===== config.mk =====
export PLATFORM = sky130hd
export DESIGN_NAME = xpsr_ctrl_flat
export DESIGN_NICKNAME = d
export VERILOG_FILES = /design/src/rtl/xpsr_ctrl_if.sv /design/src/rtl/xpsr_ctrl.sv /design/src/flat_wrapper.sv
export SDC_FILE = /design/constraint.sdc
export NUM_CORES = 1
export LEC_CHECK = 0
export ABC_AREA = 0
export CAP_MARGIN = 0
export CORE_MARGIN = 2
export CORE_UTILIZATION = 25
export CTS_CLUSTER_SIZE = 28
export DETAILED_ROUTE_END_ITERATION = 8
export DONT_BUFFER_PORTS = 1
export GPL_TIMING_DRIVEN = 0
export SYNTH_ARGS = -nofsm -noshare
export SYNTH_HDL_FRONTEND = slang
export SYNTH_SLANG_ARGS = --single-unit

===== constraint.sdc =====
create_clock -name clk -period 2.9 [get_ports clk]
set_input_delay 0.58 -clock clk [delete_from_list [all_inputs] [get_ports clk]]
set_output_delay 0.58 -clock clk [all_outputs]
set_load 0.02 [all_outputs]

===== src/rtl/xpsr_ctrl_if.sv =====
// xpsr_ctrl_if: exception entry/return handshake between the exception
// controller (master) and the program status register block (slave).
//   exc_entry_valid/ready  : request to push the current xPSR and load IPSR
//   exc_num                : exception number, sampled on the entry handshake
//   exc_return_valid/ready : request to pop and restore the saved xPSR
interface xpsr_ctrl_if #(
    parameter int unsigned EXC_NUM_W = 9
);
    logic                 exc_entry_valid;
    logic                 exc_entry_ready;
    logic [EXC_NUM_W-1:0] exc_num;
    logic                 exc_return_valid;
    logic                 exc_return_ready;

    modport master (
        output exc_entry_valid,
        output exc_num,
        output exc_return_valid,
        input  exc_entry_ready,
        input  exc_return_ready
    );

    modport slave (
        input  exc_entry_valid,
        input  exc_num,
        input  exc_return_valid,
        output exc_entry_ready,
        output exc_return_ready
    );
endinterface


===== src/rtl/xpsr_ctrl.sv =====
// xpsr_ctrl: program status register (APSR/IPSR/EPSR) with IT-block
// sequencing, software MSR writes and an exception entry/return path that
// keeps nested contexts in an internal LIFO.
//   clk, rst_n        : clock, async active-low reset
//   flags_in/flags_we : ALU NZCV load ({n,z,c,v})
//   q_set             : sticky saturation flag set
//   msr_en/msr_data   : software APSR write, bits [31:27] = N,Z,C,V,Q
//   it_init_en/it_init: IT instruction (firstcond:mask)
//   it_advance        : instruction inside an IT block retired
//   exc               : exception entry/return handshake (slave side)
//   read_addr/read_data: combinational view select (APSR/IPSR/EPSR/xPSR)
//   in_it_block, it_cond, stack_depth : status outputs
module xpsr_ctrl #(
    parameter  int unsigned STACK_DEPTH = 4,
    parameter  int unsigned EXC_NUM_W   = 9,
    localparam int unsigned DEPTH_W     = $clog2(STACK_DEPTH + 1)
) (
    input  logic               clk,
    input  logic               rst_n,
    input  logic [3:0]         flags_in,
    input  logic               flags_we,
    input  logic               q_set,
    input  logic               msr_en,
    input  logic [31:0]        msr_data,
    input  logic               it_init_en,
    input  logic [7:0]         it_init,
    input  logic               it_advance,
    xpsr_ctrl_if.slave         exc,
    input  logic [1:0]         read_addr,
    output logic [31:0]        read_data,
    output logic               in_it_block,
    output logic [3:0]         it_cond,
    output logic [DEPTH_W-1:0] stack_depth
);

    localparam int unsigned ADDR_W = (STACK_DEPTH > 1) ? $clog2(STACK_DEPTH) : 1;
    // A saved context holds only the architecturally live fields, not the
    // zero padding of the 32-bit word: {apsr, t, itstate, ipsr}.
    localparam int unsigned CTX_W  = 5 + 1 + 8 + EXC_NUM_W;

    typedef enum logic [1:0] {IDLE, ENTER, RETURN} state_t;

    state_t               state;
    logic [DEPTH_W-1:0]   depth;
    logic                 entry_ready;
    logic                 return_ready;
    logic [CTX_W-1:0]     snap;
    logic [EXC_NUM_W-1:0] exc_cap;

    logic [4:0]           apsr;      // {N,Z,C,V,Q}
    logic [EXC_NUM_W-1:0] ipsr;
    logic [7:0]           itstate;
    logic                 t_bit;

    logic [4:0]           apsr_n;
    logic [EXC_NUM_W-1:0] ipsr_n;
    logic [7:0]           itstate_n;
    logic                 t_n;

    logic [CTX_W-1:0]     stack_mem [STACK_DEPTH];
    logic [CTX_W-1:0]     ctx_now;
    logic [CTX_W-1:0]     pop_ctx;
    logic                 entry_fire;
    logic                 return_fire;
    logic [31:0]          apsr_view;
    logic [31:0]          ipsr_view;
    logic [31:0]          epsr_view;
    logic                 unused_msr;

    assign unused_msr  = ^msr_data[26:0];

    assign entry_fire  = exc.exc_entry_valid & entry_ready;
    // Entry has priority when both handshakes are offered together.
    assign return_fire = exc.exc_return_valid & return_ready & ~entry_fire;

    assign exc.exc_entry_ready  = entry_ready;
    assign exc.exc_return_ready = return_ready;

    assign ctx_now = {apsr, t_bit, itstate, ipsr};
    assign pop_ctx = stack_mem[ADDR_W'(depth - DEPTH_W'(1))];

    // Handshake FSM; ready lines are registered from the next state/depth.
    always_ff @(posedge clk or negedge rst_n) begin
        if (!rst_n) begin
            state        <= IDLE;
            depth        <= '0;
            entry_ready  <= 1'b1;
            return_ready <= 1'b0;
            snap         <= '0;
            exc_cap      <= '0;
        end else begin
            case (state)
                IDLE: begin
                    if (entry_fire) begin
                        state        <= ENTER;
                        snap         <= ctx_now;
                        exc_cap      <= exc.exc_num;
                        entry_ready  <= 1'b0;
                        return_ready <= 1'b0;
                    end else if (return_fire) begin
                        state        <= RETURN;
                        entry_ready  <= 1'b0;
                        return_ready <= 1'b0;
                    end
                end
                ENTER: begin
                    state        <= IDLE;
                    depth        <= depth + DEPTH_W'(1);
                    entry_ready  <= (depth + DEPTH_W'(1)) < DEPTH_W'(STACK_DEPTH);
                    return_ready <= 1'b1;
                end
                RETURN: begin
                    state        <= IDLE;
                    depth        <= depth - DEPTH_W'(1);
                    entry_ready  <= 1'b1;
                    return_ready <= depth != DEPTH_W'(1);
                end
                default: begin
                    state        <= IDLE;
                    entry_ready  <= 1'b0;
                    return_ready <= 1'b0;
                end
            endcase
        end
    end

    // Context LIFO storage; contents are meaningless above depth.
    always_ff @(posedge clk) begin
        if (state == ENTER) begin
            stack_mem[ADDR_W'(depth)] <= snap;
        end
    end

    // Next architectural state: normal updates, then ENTER/RETURN overrides.
    always_comb begin
        apsr_n    = apsr;
        ipsr_n    = ipsr;
        itstate_n = itstate;
        t_n       = t_bit;

        if (msr_en) begin
            apsr_n = msr_data[31:27];
        end else if (flags_we) begin
            apsr_n = {flags_in, apsr[0]};
        end
        apsr_n[0] = apsr_n[0] | q_set;

        if (it_init_en) begin
            itstate_n = it_init;
        end else if (it_advance && (itstate != 8'h00)) begin
            // Last instruction of the block when the remaining mask is empty.
            if (itstate[2:0] == 3'b000) begin
                itstate_n = 8'h00;
            end else begin
                itstate_n = {itstate[7:5], itstate[3:0], 1'b0};
            end
        end

        if (state == ENTER) begin
            ipsr_n    = exc_cap;
            itstate_n = 8'h00;
        end else if (state == RETURN) begin
            {apsr_n, t_n, itstate_n, ipsr_n} = pop_ctx;
        end
    end

    always_ff @(posedge clk or negedge rst_n) begin
        if (!rst_n) begin
            apsr    <= '0;
            ipsr    <= '0;
            itstate <= '0;
            t_bit   <= 1'b1;
        end else begin
            apsr    <= apsr_n;
            ipsr    <= ipsr_n;
            itstate <= itstate_n;
            t_bit   <= t_n;
        end
    end

    assign apsr_view = {apsr, 27'b0};
    assign ipsr_view = 32'(ipsr);
    assign epsr_view = {5'b0, itstate[1:0], t_bit, 8'b0, itstate[7:2], 10'b0};

    always_comb begin
        read_data = 32'h0;
        case (read_addr)
            2'd0:    read_data = apsr_view;
            2'd1:    read_data = ipsr_view;
            2'd2:    read_data = epsr_view;
            default: read_data = apsr_view | ipsr_view | epsr_view;
        endcase
    end

    assign in_it_block = itstate[3:0] != 4'h0;
    assign it_cond     = itstate[7:4];
    assign stack_depth = depth;

endmodule


===== src/flat_wrapper.sv =====
// flat-port wrapper written by rule: the top's interface ports become plain ports
module xpsr_ctrl_flat 
#(
    parameter  int unsigned STACK_DEPTH = 4,
    parameter  int unsigned EXC_NUM_W   = 9,
    localparam int unsigned DEPTH_W     = $clog2(STACK_DEPTH + 1)
)
  (clk, rst_n, flags_in, flags_we, q_set, msr_en, msr_data, it_init_en, it_init, it_advance, read_addr, read_data, in_it_block, it_cond, stack_depth, exc_exc_entry_valid, exc_exc_num, exc_exc_return_valid, exc_exc_entry_ready, exc_exc_return_ready);
  xpsr_ctrl_if #(.EXC_NUM_W(EXC_NUM_W)) exc_i ();
  input  logic clk;
  input  logic rst_n;
  input  logic [3:0] flags_in;
  input  logic flags_we;
  input  logic q_set;
  input  logic msr_en;
  input  logic [31:0] msr_data;
  input  logic it_init_en;
  input  logic [7:0] it_init;
  input  logic it_advance;
  input  logic [1:0] read_addr;
  output logic [31:0] read_data;
  output logic in_it_block;
  output logic [3:0] it_cond;
  output logic [DEPTH_W-1:0] stack_depth;
  input wire logic [$bits(exc_i.exc_entry_valid)-1:0] exc_exc_entry_valid;
  input wire logic [$bits(exc_i.exc_num)-1:0] exc_exc_num;
  input wire logic [$bits(exc_i.exc_return_valid)-1:0] exc_exc_return_valid;
  output wire logic [$bits(exc_i.exc_entry_ready)-1:0] exc_exc_entry_ready;
  output wire logic [$bits(exc_i.exc_return_ready)-1:0] exc_exc_return_ready;
  assign exc_i.exc_entry_valid = exc_exc_entry_valid;
  assign exc_i.exc_num = exc_exc_num;
  assign exc_i.exc_return_valid = exc_exc_return_valid;
  assign exc_exc_entry_ready = exc_i.exc_entry_ready;
  assign exc_exc_return_ready = exc_i.exc_return_ready;
  xpsr_ctrl #(.STACK_DEPTH(STACK_DEPTH), .EXC_NUM_W(EXC_NUM_W)) u_core (.clk(clk), .rst_n(rst_n), .flags_in(flags_in), .flags_we(flags_we), .q_set(q_set), .msr_en(msr_en), .msr_data(msr_data), .it_init_en(it_init_en), .it_init(it_init), .it_advance(it_advance), .exc(exc_i), .read_addr(read_addr), .read_data(read_data), .in_it_block(in_it_block), .it_cond(it_cond), .stack_depth(stack_depth));
endmodule

==> Word-level counts from Yosys, hierarchy flattened <==
Memory sizes are Yosys's and may differ from the RTL's.
Index checks and enable logic that the tools add are counted.
{ "word_totals": {"mem_bits_rw": 92, "regBits": 62, "memories": 1, "input_bits": 64} }
{ "op_classes": {"reduce_logical": 12, "n_bitwise": 8, "mux": 22, "addsub": 2, "n_lt_le_gt_ge": 1, "n_eq_ne": 6} }
{ "mem_list": {"columns": ["name", "words", "word_bits", "rd", "rd_ports_with_merged_regs", "wr", "line", "source"], "rows": [
  ["u_core.stack_mem", 4, 23, 1, 0, 1, "xpsr_ctrl.sv:60", "logic [CTX_W-1:0] stack_mem [STACK_DEPTH];"]
]} }
{ "op_table": {"columns": ["cell", "n"], "rows": [
  ["one-hot mux 32 bit (3 select lines)", 1],
  ["two-way mux 8 bit", 5],
  ["OR 32 x 27 -> 32 bit", 1],
  ["OR 32 x 9 -> 32 bit", 1],
  ["two-way mux 5 bit", 4],
  ["two-way mux 9 bit", 2],
  ["nonzero test 4 bit", 3],
  ["nonzero test 8 bit", 1],
  ["two-way mux 2 bit", 3],
  ["!= test 3 x 1 -> 1 bit, second input constant", 2],
  ["one-hot mux 1 bit (3 select lines)", 2],
  ["one-hot mux 3 bit (2 select lines)", 1],
  ["AND reduction 2 bit", 3],
  ["equality test 2 x 1 -> 1 bit, second input constant", 2],
  ["equality test 2 bit, second input constant", 2],
  ["zero test 2 bit", 2],
  ["two-way mux 1 bit", 4],
  ["adder 3 x 1 -> 3 bit, second input constant", 1],
  ["bitwise AND 1 bit", 3],
  ["zero test 3 bit", 1],
  ["< comparator 3 bit, second input constant", 1],
  ["subtractor 3 x 1 -> 3 bit, second input constant", 1],
  ["inverter 1 bit", 2],
  ["nonzero test 2 bit", 1],
  ["other kinds (2)", 2]
]} }

==> Depth between registers and ports, before layout <==
Gate-level depths: netlist of run 1.
{ "logic_depth": {"word_depth": 6, "mapped_depth": 9, "ltp_nobuf": 6} }

==> Worst setup path after synthesis of run 1 <==
OpenSTA, ideal clock, no wires.
{ "synth_path": {"path_type": "register to register", "startpoint": "register u_core.depth[0], in the netlist u_core.stack_depth[0]", "endpoint": "register u_core.itstate[6]", "setup_ns": 0.126, "setup_slack_ns": 0.741, "path_buffers": 4, "stages_incl_launch_ff": 9, "synth_period_minus_slack_ns": 2.159, "arrival_ns": 2.033, "required_time_ns": 2.774, "cell_sequence": "dfrtp_1 > buf_6 > buf_6 > inv_1 > ha_1 > buf_4 > clkbuf_8 > mux4_2 > a221o_1"} }
{ "synth_via": {"elab_chain_len": 4} }
{ "synth_lines": {"columns": ["item", "line", "source"], "rows": [
  ["start, declared", "xpsr_ctrl.sv:44", "logic [DEPTH_W-1:0] depth;"],
  ["start signal, assigned", "xpsr_ctrl.sv:108", "depth <= depth + DEPTH_W'(1);"],
  ["start signal, assigned", "xpsr_ctrl.sv:114", "depth <= depth - DEPTH_W'(1);"],
  ["subtractor 3 x 1 -> 3 bit", "xpsr_ctrl.sv:80", "assign pop_ctx = stack_mem[ADDR_W'(depth - DEPTH_W'(1))];"],
  ["memory (4 x 23 bit)", null, null],
  ["two-way mux 8 bit", "xpsr_ctrl.sv:162", "end else if (state == RETURN) begin"],
  ["two-way mux 8 bit", "xpsr_ctrl.sv:159", "if (state == ENTER) begin"],
  ["end signal, assigned", "xpsr_ctrl.sv:176", "itstate <= itstate_n;"],
  ["end, declared", "xpsr_ctrl.sv:52", "logic [7:0] itstate;"]
]} }
No other way between the ends.
A chain may end at the register's enable or synchronous reset.

==> Worst setup path after layout of run 1 <==
{ "layout_path": {"startpoint": "register u_core.depth[0], in the netlist u_core.stack_depth[0]", "endpoint": "register u_core.ipsr[8]"} }
{ "layout_via": {"elab_chain_len": 4} }
{ "layout_lines": {"columns": ["item", "line", "source"], "rows": [
  ["subtractor 3 x 1 -> 3 bit", "xpsr_ctrl.sv:80", null],
  ["memory (4 x 23 bit)", null, null],
  ["two-way mux 9 bit", "xpsr_ctrl.sv:162", null],
  ["two-way mux 9 bit", "xpsr_ctrl.sv:159", null],
  ["end signal, assigned", "xpsr_ctrl.sv:175", "ipsr <= ipsr_n;"],
  ["end, declared", "xpsr_ctrl.sv:51", "logic [EXC_NUM_W-1:0] ipsr;"]
]} }
No other way between the ends. The select of a mux whose other input is x is not followed.

==> results of run 1 <==
==> synth_stat cells <==
| cell | n | area share (%) |
|---|---|---|
| edfxtp_1 | 92 | 43 |
| dfrtp_1 | 60 | 23 |
| mux2_2 | 37 | 6.5 |
| and2_1 | 26 | 2.5 |
| nor2_1 | 20 | 1.2 |
| a21oi_1 | 18 | 1.4 |
| mux2i_1 | 17 | 2.6 |
| nand2_1 | 17 | 0.99 |
| buf_4 | 14 | 1.6 |
| mux4_2 | 14 | 4.9 |
| mux4_1 | 9 | 3.7 |
| clkbuf_1 | 7 | 0.41 |
| ha_1 | 7 | 1.4 |
| o21ai_0 | 7 | 0.54 |
| buf_2 | 6 | 0.47 |
| inv_1 | 6 | 0.35 |
| buf_6 | 4 | 0.70 |
| nand3_1 | 4 | 0.31 |
| xnor2_1 | 4 | 0.54 |
| a221o_1 | 3 | 0.47 |
| and3_1 | 3 | 0.29 |
| nor3_1 | 3 | 0.23 |
| clkbuf_8 | 2 | 0.43 |
| dfstp_2 | 2 | 0.81 |
| o21ai_1 | 2 | 0.16 |
| o31ai_1 | 2 | 0.23 |
| a211oi_1 | 1 | 0.12 |
| a21o_1 | 1 | 0.12 |
| a31oi_1 | 1 | 0.097 |
| and2_2 | 1 | 0.12 |
| and2b_2 | 1 | 0.14 |
| buf_1 | 1 | 0.058 |
| conb_1 | 1 | 0.058 |
| nor2b_1 | 1 | 0.097 |
| o22ai_1 | 1 | 0.097 |
| o311ai_1 | 1 | 0.14 |
| or3_4 | 1 | 0.17 |
| xor2_1 | 1 | 0.14 |
==> repair_timing <==
action / 4_1_cts / 5_1_grt
gates resized for setup: 4 / 0
endpoints found under the setup margin: 92 / 0
setup buffers: 0 / 0
hold buffers: 1 / 0
hold endpoints to repair: 62 / 0
==> area by class of cell <==
type / instances / area [sq um] / area share [%]
plain buffers: 34 / 237.7 / 3.171
clock inverters: 14 / 136.4 / 1.819
well taps: 330 / 412.9 / 5.507
multi-input cells: 212 / 1914 / 25.53
repair buffers: 1 / 27.53 / 0.3672
inverters: 6 / 22.52 / 0.3004
flip-flops and latches: 154 / 4317 / 57.58
clock buffers: 18 / 429.2 / 5.724
==> worst min path at each step <==
stage | endpoint | slack, ns | depth (start not counted)
floorplan | u_core.apsr[0]$_DFF_PN0_ | 0.28 | 0
global placement | u_core.exc_cap[4]$_DFFE_PN0P_ | 0.29 | 0
detailed placement | u_core.exc_cap[4]$_DFFE_PN0P_ | 0.29 | 0
CTS | u_core.exc_cap[6]$_DFFE_PN0P_ | 0.02 | 1
global route | u_core.exc_cap[4]$_DFFE_PN0P_ | 0.01 | 1
finish | u_core.exc_cap[4]$_DFFE_PN0P_ | 0.006 | 1
==> where the power goes <==
group | internal [W] | switching, W
combinational | 0.0000605 | 0.000112
sequential | 0.00232 | 0.0000260
clock | 0.00120 | 0.000933
total | 0.00358 | 0.00107
==> through the flow <==
step                      std cells  utilization (%)  setup TNS, ns  power [W]
after floorplan                 406                -              0   0.002511
after global placement          736            27.32         -4.904   0.002546
after detailed placement        736            27.32         -7.449   0.002550
after CTS                       769            29.69              0   0.004700
after global routing            769            29.69              0   0.004821
final                           769            29.69              0   0.004655
==> state kept, by name, indices dropped and copies added, names as in the netlist <==
signal                       count
u_core.stack_mem                92
u_core.ipsr                      9
u_core.itstate                   8
u_core.exc_cap                   9
u_core.exc.exc_return_ready      1
u_core.stack_depth               3
u_core.snap                     23
u_core.t_bit                     1
u_core.apsr                      5
u_core.state                     2
u_core.exc.exc_entry_ready       1
==> metal layers <==
layer | vias up | share of wire, %
li1 | 1525 | -
met1 | 1725 | 43
met2 | 77 | 51
met3 | 15 | 4.8
met4 | 0 | 1.4
met5 | - | 0
==> logic make-up (layout without fill, tap and decap cells) <==
group,count (synthesis),in the layout
flops,154,154
mux,77,77
simple gates,77,77
buf+inv,40,73
compound gates,37,37
fa+ha+maj,7,7
xor+xnor,5,5
other cells,1,9
==> critical path: stages, from the launching register on <==
cell,delay (ns)
dfrtp_1,0.59
buf_6,0.22
buf_6,0.19
inv_1,0.09
ha_1,0.28
buf_4,0.15
buf_2,0.30
mux4_2,0.38
mux2i_1,0.15
a21oi_1,0.08
==> results.sh, run 1 <==
export IMPL_dieArea_sq_um=27130
export IMPL_worst_r2r_path_depth=9
export IMPL_use_met2_pct=18.73
export IMPL_power_leakage_nw=2.608
export IMPL_fin_ws_ns=0.3198
export IMPL_grt_max_degree=63
export IMPL_synth_top_family_by_area="multiplexers"
export IMPL_fp_dieH_microns=164.7
export IMPL_cp_max_fo=10
export IMPL_path_clk_slew_ns=0.07
export IMPL_grtUsageMet3_pct=3.089
export IMPL_synthSimpleGateAreaFrac_pct=6.027
export IMPL_first_global_vias=3656
export IMPL_nNetsFinal=497
export IMPL_overflow=0
export IMPL_cp_required_ns=3.19
export IMPL_antenna_found_initial=0
export IMPL_wl_per_cell_microns=18.67
export IMPL_outcome="finished, final reports clean"
export IMPL_syn2layout_area_growth_pct=16.12
export IMPL_fin_crit_ns=2.580
export IMPL_rows=58
export IMPL_crit_arrival_ns=2.87
export IMPL_critical_path_class="reg2reg"
export IMPL_hold_path_class="in2async"
export IMPL_final_hold_viol_count=0
export IMPL_drive_gt1_share_pct=26.88
export IMPL_gp_congestion=0.6927
export IMPL_synthAdderAreaFrac_pct=1.357
export IMPL_r2r_slack_ns=0.32
export IMPL_grt_use_total_pct=11.32
export IMPL_ys_types=38
export IMPL_synthCells=398
export IMPL_cts_tree="built"
export IMPL_ys_warn_count=0
export IMPL_stdcell_area_sq_um=7497
export IMPL_n_fill_cell=2498
export IMPL_finalSetupViolCount=0
export IMPL_hold_slack_ns=0.006020
export IMPL_final_cell_mix="edfxtp_1, dfrtp_1, mux2_2"
export IMPL_rsz0062_at_grt="no"
export IMPL_r2r_end="u_core.ipsr[8]$_DFFE_PN0P_"
export IMPL_grt_use_met1_pct=14.24
export IMPL_port_buffers=0
export IMPL_critical_path_endpoint_type="register"
export IMPL_cts_sinks=154
export IMPL_slew_headroom_pct=52.03
export IMPL_pre_cts_ws_ns=-0.1026
export IMPL_postSynthAreaPerCell_sq_um=16.22
export IMPL_fp_dieW_microns=164.7
export IMPL_final_common_cell="edfxtp_1"
export IMPL_htree_levels=4
export IMPL_cts_buffers=17
export IMPL_gr_max_usage_layer="met2"
export IMPL_synth_compound_area_share_pct=3.353
export IMPL_cp_startpoint="u_core.stack_depth[0]$_DFFE_PN0P_"
export IMPL_report_final_slew_viol_count=0
export IMPL_cap_viol_max_count=0
export IMPL_grt_pass1_wl_microns=22000
export IMPL_syn_cell_area_sq_um=6456
export IMPL_crit_end="u_core.ipsr[8]$_DFFE_PN0P_"
export IMPL_startpoint_type="register"
export IMPL_ys_seq_area_share_pct=66.86
export IMPL_dp_hpwl_microns=9632
export IMPL_synth_seq_cells=154
export IMPL_p_per_area_nw_per_um2=620.9
export IMPL_first_pass_iters=4
export IMPL_worst_pin_slew_ns=0.7195
export IMPL_placed_cell_area_sq_um=6899
export IMPL_synthMuxAreaShare_pct=17.64
export IMPL_synth_xor_xnor_area_share_pct=0.6783
export IMPL_core_area_sq_um=25250
export IMPL_cts_max_path_buffers=2
export IMPL_clock_skew_ns=0.008817
export IMPL_rr_startpoint="u_core.stack_depth[0]$_DFFE_PN0P_"
export IMPL_start_util_pct=25.56
export IMPL_drtIter0Drc=252
export IMPL_diodes=0
export IMPL_drc=0
export IMPL_ioPinCount=106
export IMPL_vias_per_cell=4.346
export IMPL_clk_latency_ns=0.43
export IMPL_route_final_wire_length_microns=14360
export IMPL_max_freq_ghz=0.3876
export IMPL_route_vias_total=3342
export IMPL_cts_root_buffer="clkbuf_16"
export IMPL_peakVddDrop_mv=0.3381
export IMPL_antenna_left=0
export IMPL_period_share_pct=88.97
(Power assumes the default switching activity.)
==> run 2, diff against run 1 <==
--- a/config.mk
+++ b/config.mk
@@ -8,11 +8,12 @@
 export ABC_AREA = 0
 export CAP_MARGIN = 0
 export CORE_MARGIN = 2
-export CORE_UTILIZATION = 25
+export CORE_UTILIZATION = 63
 export CTS_CLUSTER_SIZE = 28
 export DETAILED_ROUTE_END_ITERATION = 8
 export DONT_BUFFER_PORTS = 1
 export GPL_TIMING_DRIVEN = 0
+export PLACE_DENSITY = 0.79
 export SYNTH_ARGS = -nofsm -noshare
 export SYNTH_HDL_FRONTEND = slang
 export SYNTH_SLANG_ARGS = --single-unit
==> run 2 against run 1 <==
Compared with the run above: die area shrank 59%; worst hold slack gained 0.19 ns; wire length shrank 13%; cell count shrank 25%; critical path type unchanged.
==> results.sh, run 2 (synthesized netlist as in run 1, its figures left out) <==
export IMPL_outcome="finished, final reports clean"
export IMPL_post_cts_buffers=0
export IMPL_path_cells="buf_6 > buf_6 > inv_1 > ha_1 > buf_4 > buf_2 > mux4_2 > mux2i_1 > a21oi_1"
export IMPL_htree_levels=4
export IMPL_cts_tree="built"
export IMPL_antenna_left=0
export IMPL_p_per_area_nw_per_um2=627.0
export IMPL_power_leakage_nw=2.599
export IMPL_fp_dieW_microns=105.2
export IMPL_clock_skew_ns=0.006065
export IMPL_start_util_pct=65.45
export IMPL_ioPinCount=106
export IMPL_rows=36
export IMPL_clk_latency_ns=0.53
export IMPL_grt_pass1_wl_microns=19420
export IMPL_largest_reg_flops=92
export IMPL_gp_congestion=0.8049
export IMPL_fp_dieH_microns=105.2
export IMPL_cts_root_buffer="clkbuf_8"
export IMPL_max_freq_ghz=0.3969
export IMPL_final_common_cell="edfxtp_1"
export IMPL_pre_cts_ws_ns=0.05265
export IMPL_report_final_slew_viol_count=0
export IMPL_vias_per_cell=5.995
export IMPL_cap_viol_max_count=0
export IMPL_drtIter0Drc=221
export IMPL_drive_gt1_share_pct=26.59
export IMPL_syn2layout_area_growth_pct=12.23
export IMPL_core_area_sq_um=9864
export IMPL_final_cell_mix="edfxtp_1, dfrtp_1, mux2_2"
export IMPL_cts_buffers=17
export IMPL_grt_use_total_pct=24.13
export IMPL_regMostFlops="u_core.stack_mem"
export IMPL_route_final_wire_length_microns=12500
export IMPL_hold_path_class="in2reg"
export IMPL_startpoint_type="register"
export IMPL_antenna_found_initial=0
export IMPL_crit_top_cell="buf_6"
export IMPL_grt_max_degree=63
export IMPL_r2r_slack_ns=0.38
export IMPL_cp_slowest_cell="dfrtp_1"
export IMPL_finalSetupViolCount=0
export IMPL_final_core_util_pct=73.45
export IMPL_route_vias_total=3435
export IMPL_setup_tns_ns=0
export IMPL_cts_sinks=154
export IMPL_overflow=0
export IMPL_critical_path_class="reg2reg"
export IMPL_critical_path_endpoint_type="register"
export IMPL_fin_ws_ns=0.3804
export IMPL_reg_top3="u_core.stack_mem (92), u_core.snap (23)"
export IMPL_dp_hpwl_microns=7830
export IMPL_first_pass_iters=4
export IMPL_power_total_w=0.004543
export IMPL_drc=0
export IMPL_wl_per_cell_microns=21.81
export IMPL_worst_pin_slew_ns=0.7042
export IMPL_max_stage_delay_ns=0.57
export IMPL_rsz0062_at_grt="no"
export IMPL_first_global_vias=3561
export IMPL_period_share_pct=86.88
export IMPL_dieArea_sq_um=11070
export IMPL_peakVddDrop_mv=0.4884
export IMPL_cts_max_path_buffers=2
export IMPL_port_buffers=0
export IMPL_crit_arrival_ns=2.91
export IMPL_fin_crit_ns=2.520
export IMPL_cp_max_fo=10
export IMPL_slew_headroom_pct=53.05
export IMPL_path_clk_slew_ns=0.06
export IMPL_diodes=0
export IMPL_final_hold_viol_count=0
export IMPL_nNetsFinal=498
export IMPL_cp_required_ns=3.29
run 2: cell count changes in the layout (fill, tap and decap cells not counted):
cell           previous run  this run
inv_4                     1         0
clkbuf_8                  2         4
clkbuf_16                17        16
dlygate4sd3_1             0         1
clkinvlp_4                2         3
inv_8                     2         0
clkinv_1                  0         1
run 2: critical path, delay by kind of cell, from the launching register on:
family / cells / cell delay, ns
buf+inv: 5 / 0.93
flops: 1 / 0.57
mux: 2 / 0.51
compound gates: 1 / 0.08
fa+ha+maj: 1 / 0.28
run 2: cell type report:
type,instances,area (sq um)
Fill cell,597,2619
Inverter,6,22.52
Tap cell,133,166.4
Buffer,34,237.7
Multi-Input combinational cell,212,1914
Clock buffer,19,431.7
Timing Repair Buffer,2,37.54
Clock inverter,13,118.9
Sequential cell,154,4317
run 2: per-stage QoR:
stage,hold WS (ns),cells,area [sq um]
2_1_floorplan,0.2844,406,6486
3_5_place_dp,0.2853,539,6653
4_1_cts,0.1744,573,7241
3_3_place_gp,0.2857,539,6653
6_report,0.1973,573,7246
5_1_grt,0.1773,573,7246
run 2: power breakdown:
part | internal, W | switching, W
Sequential | 0.00233 | 0.0000237
Combinational | 0.0000614 | 0.000110
Clock | 0.00116 | 0.000858
Total | 0.00355 | 0.000992
run 2: path summary, 6_finish.rpt:
kind / from / depth (start not counted) / to
max: u_core.stack_depth[0]$_DFFE_PN0P_ / 9 / u_core.ipsr[7]$_DFFE_PN0P_
min: exc_exc_num[6] / 1 / u_core.exc_cap[6]$_DFFE_PN0P_
max reg2reg: u_core.stack_depth[0]$_DFFE_PN0P_ / 9 / u_core.ipsr[7]$_DFFE_PN0P_
min reg2reg: u_core.snap[10]$_DFFE_PN0P_ / 0 / u_core.stack_mem[2][10]$_DFFE_PP_
max in group asynchronous: rst_n / 2 / u_core.exc.exc_entry_ready$_DFFE_PN1P_
min in group asynchronous: rst_n / 2 / u_core.snap[20]$_DFFE_PN0P_
run 2: routing by layer:
| metal | global-route usage, % | vias up | share of wire, % |
|---|---|---|---|
| met5 | 0 | - | 0 |
| met4 | 11.33 | 0 | 2.4 |
| met3 | 6.494 | 24 | 6.4 |
| met2 | 37.97 | 128 | 49 |
| met1 | 31.69 | 1760 | 42 |
| li1 | - | 1523 | - |
run 2: what timing repair did:
item	4_1_cts	5_1_grt
hold buffers	2	0
hold endpoints to repair	62	0
gates resized for setup	0	4
setup endpoints to repair	0	92
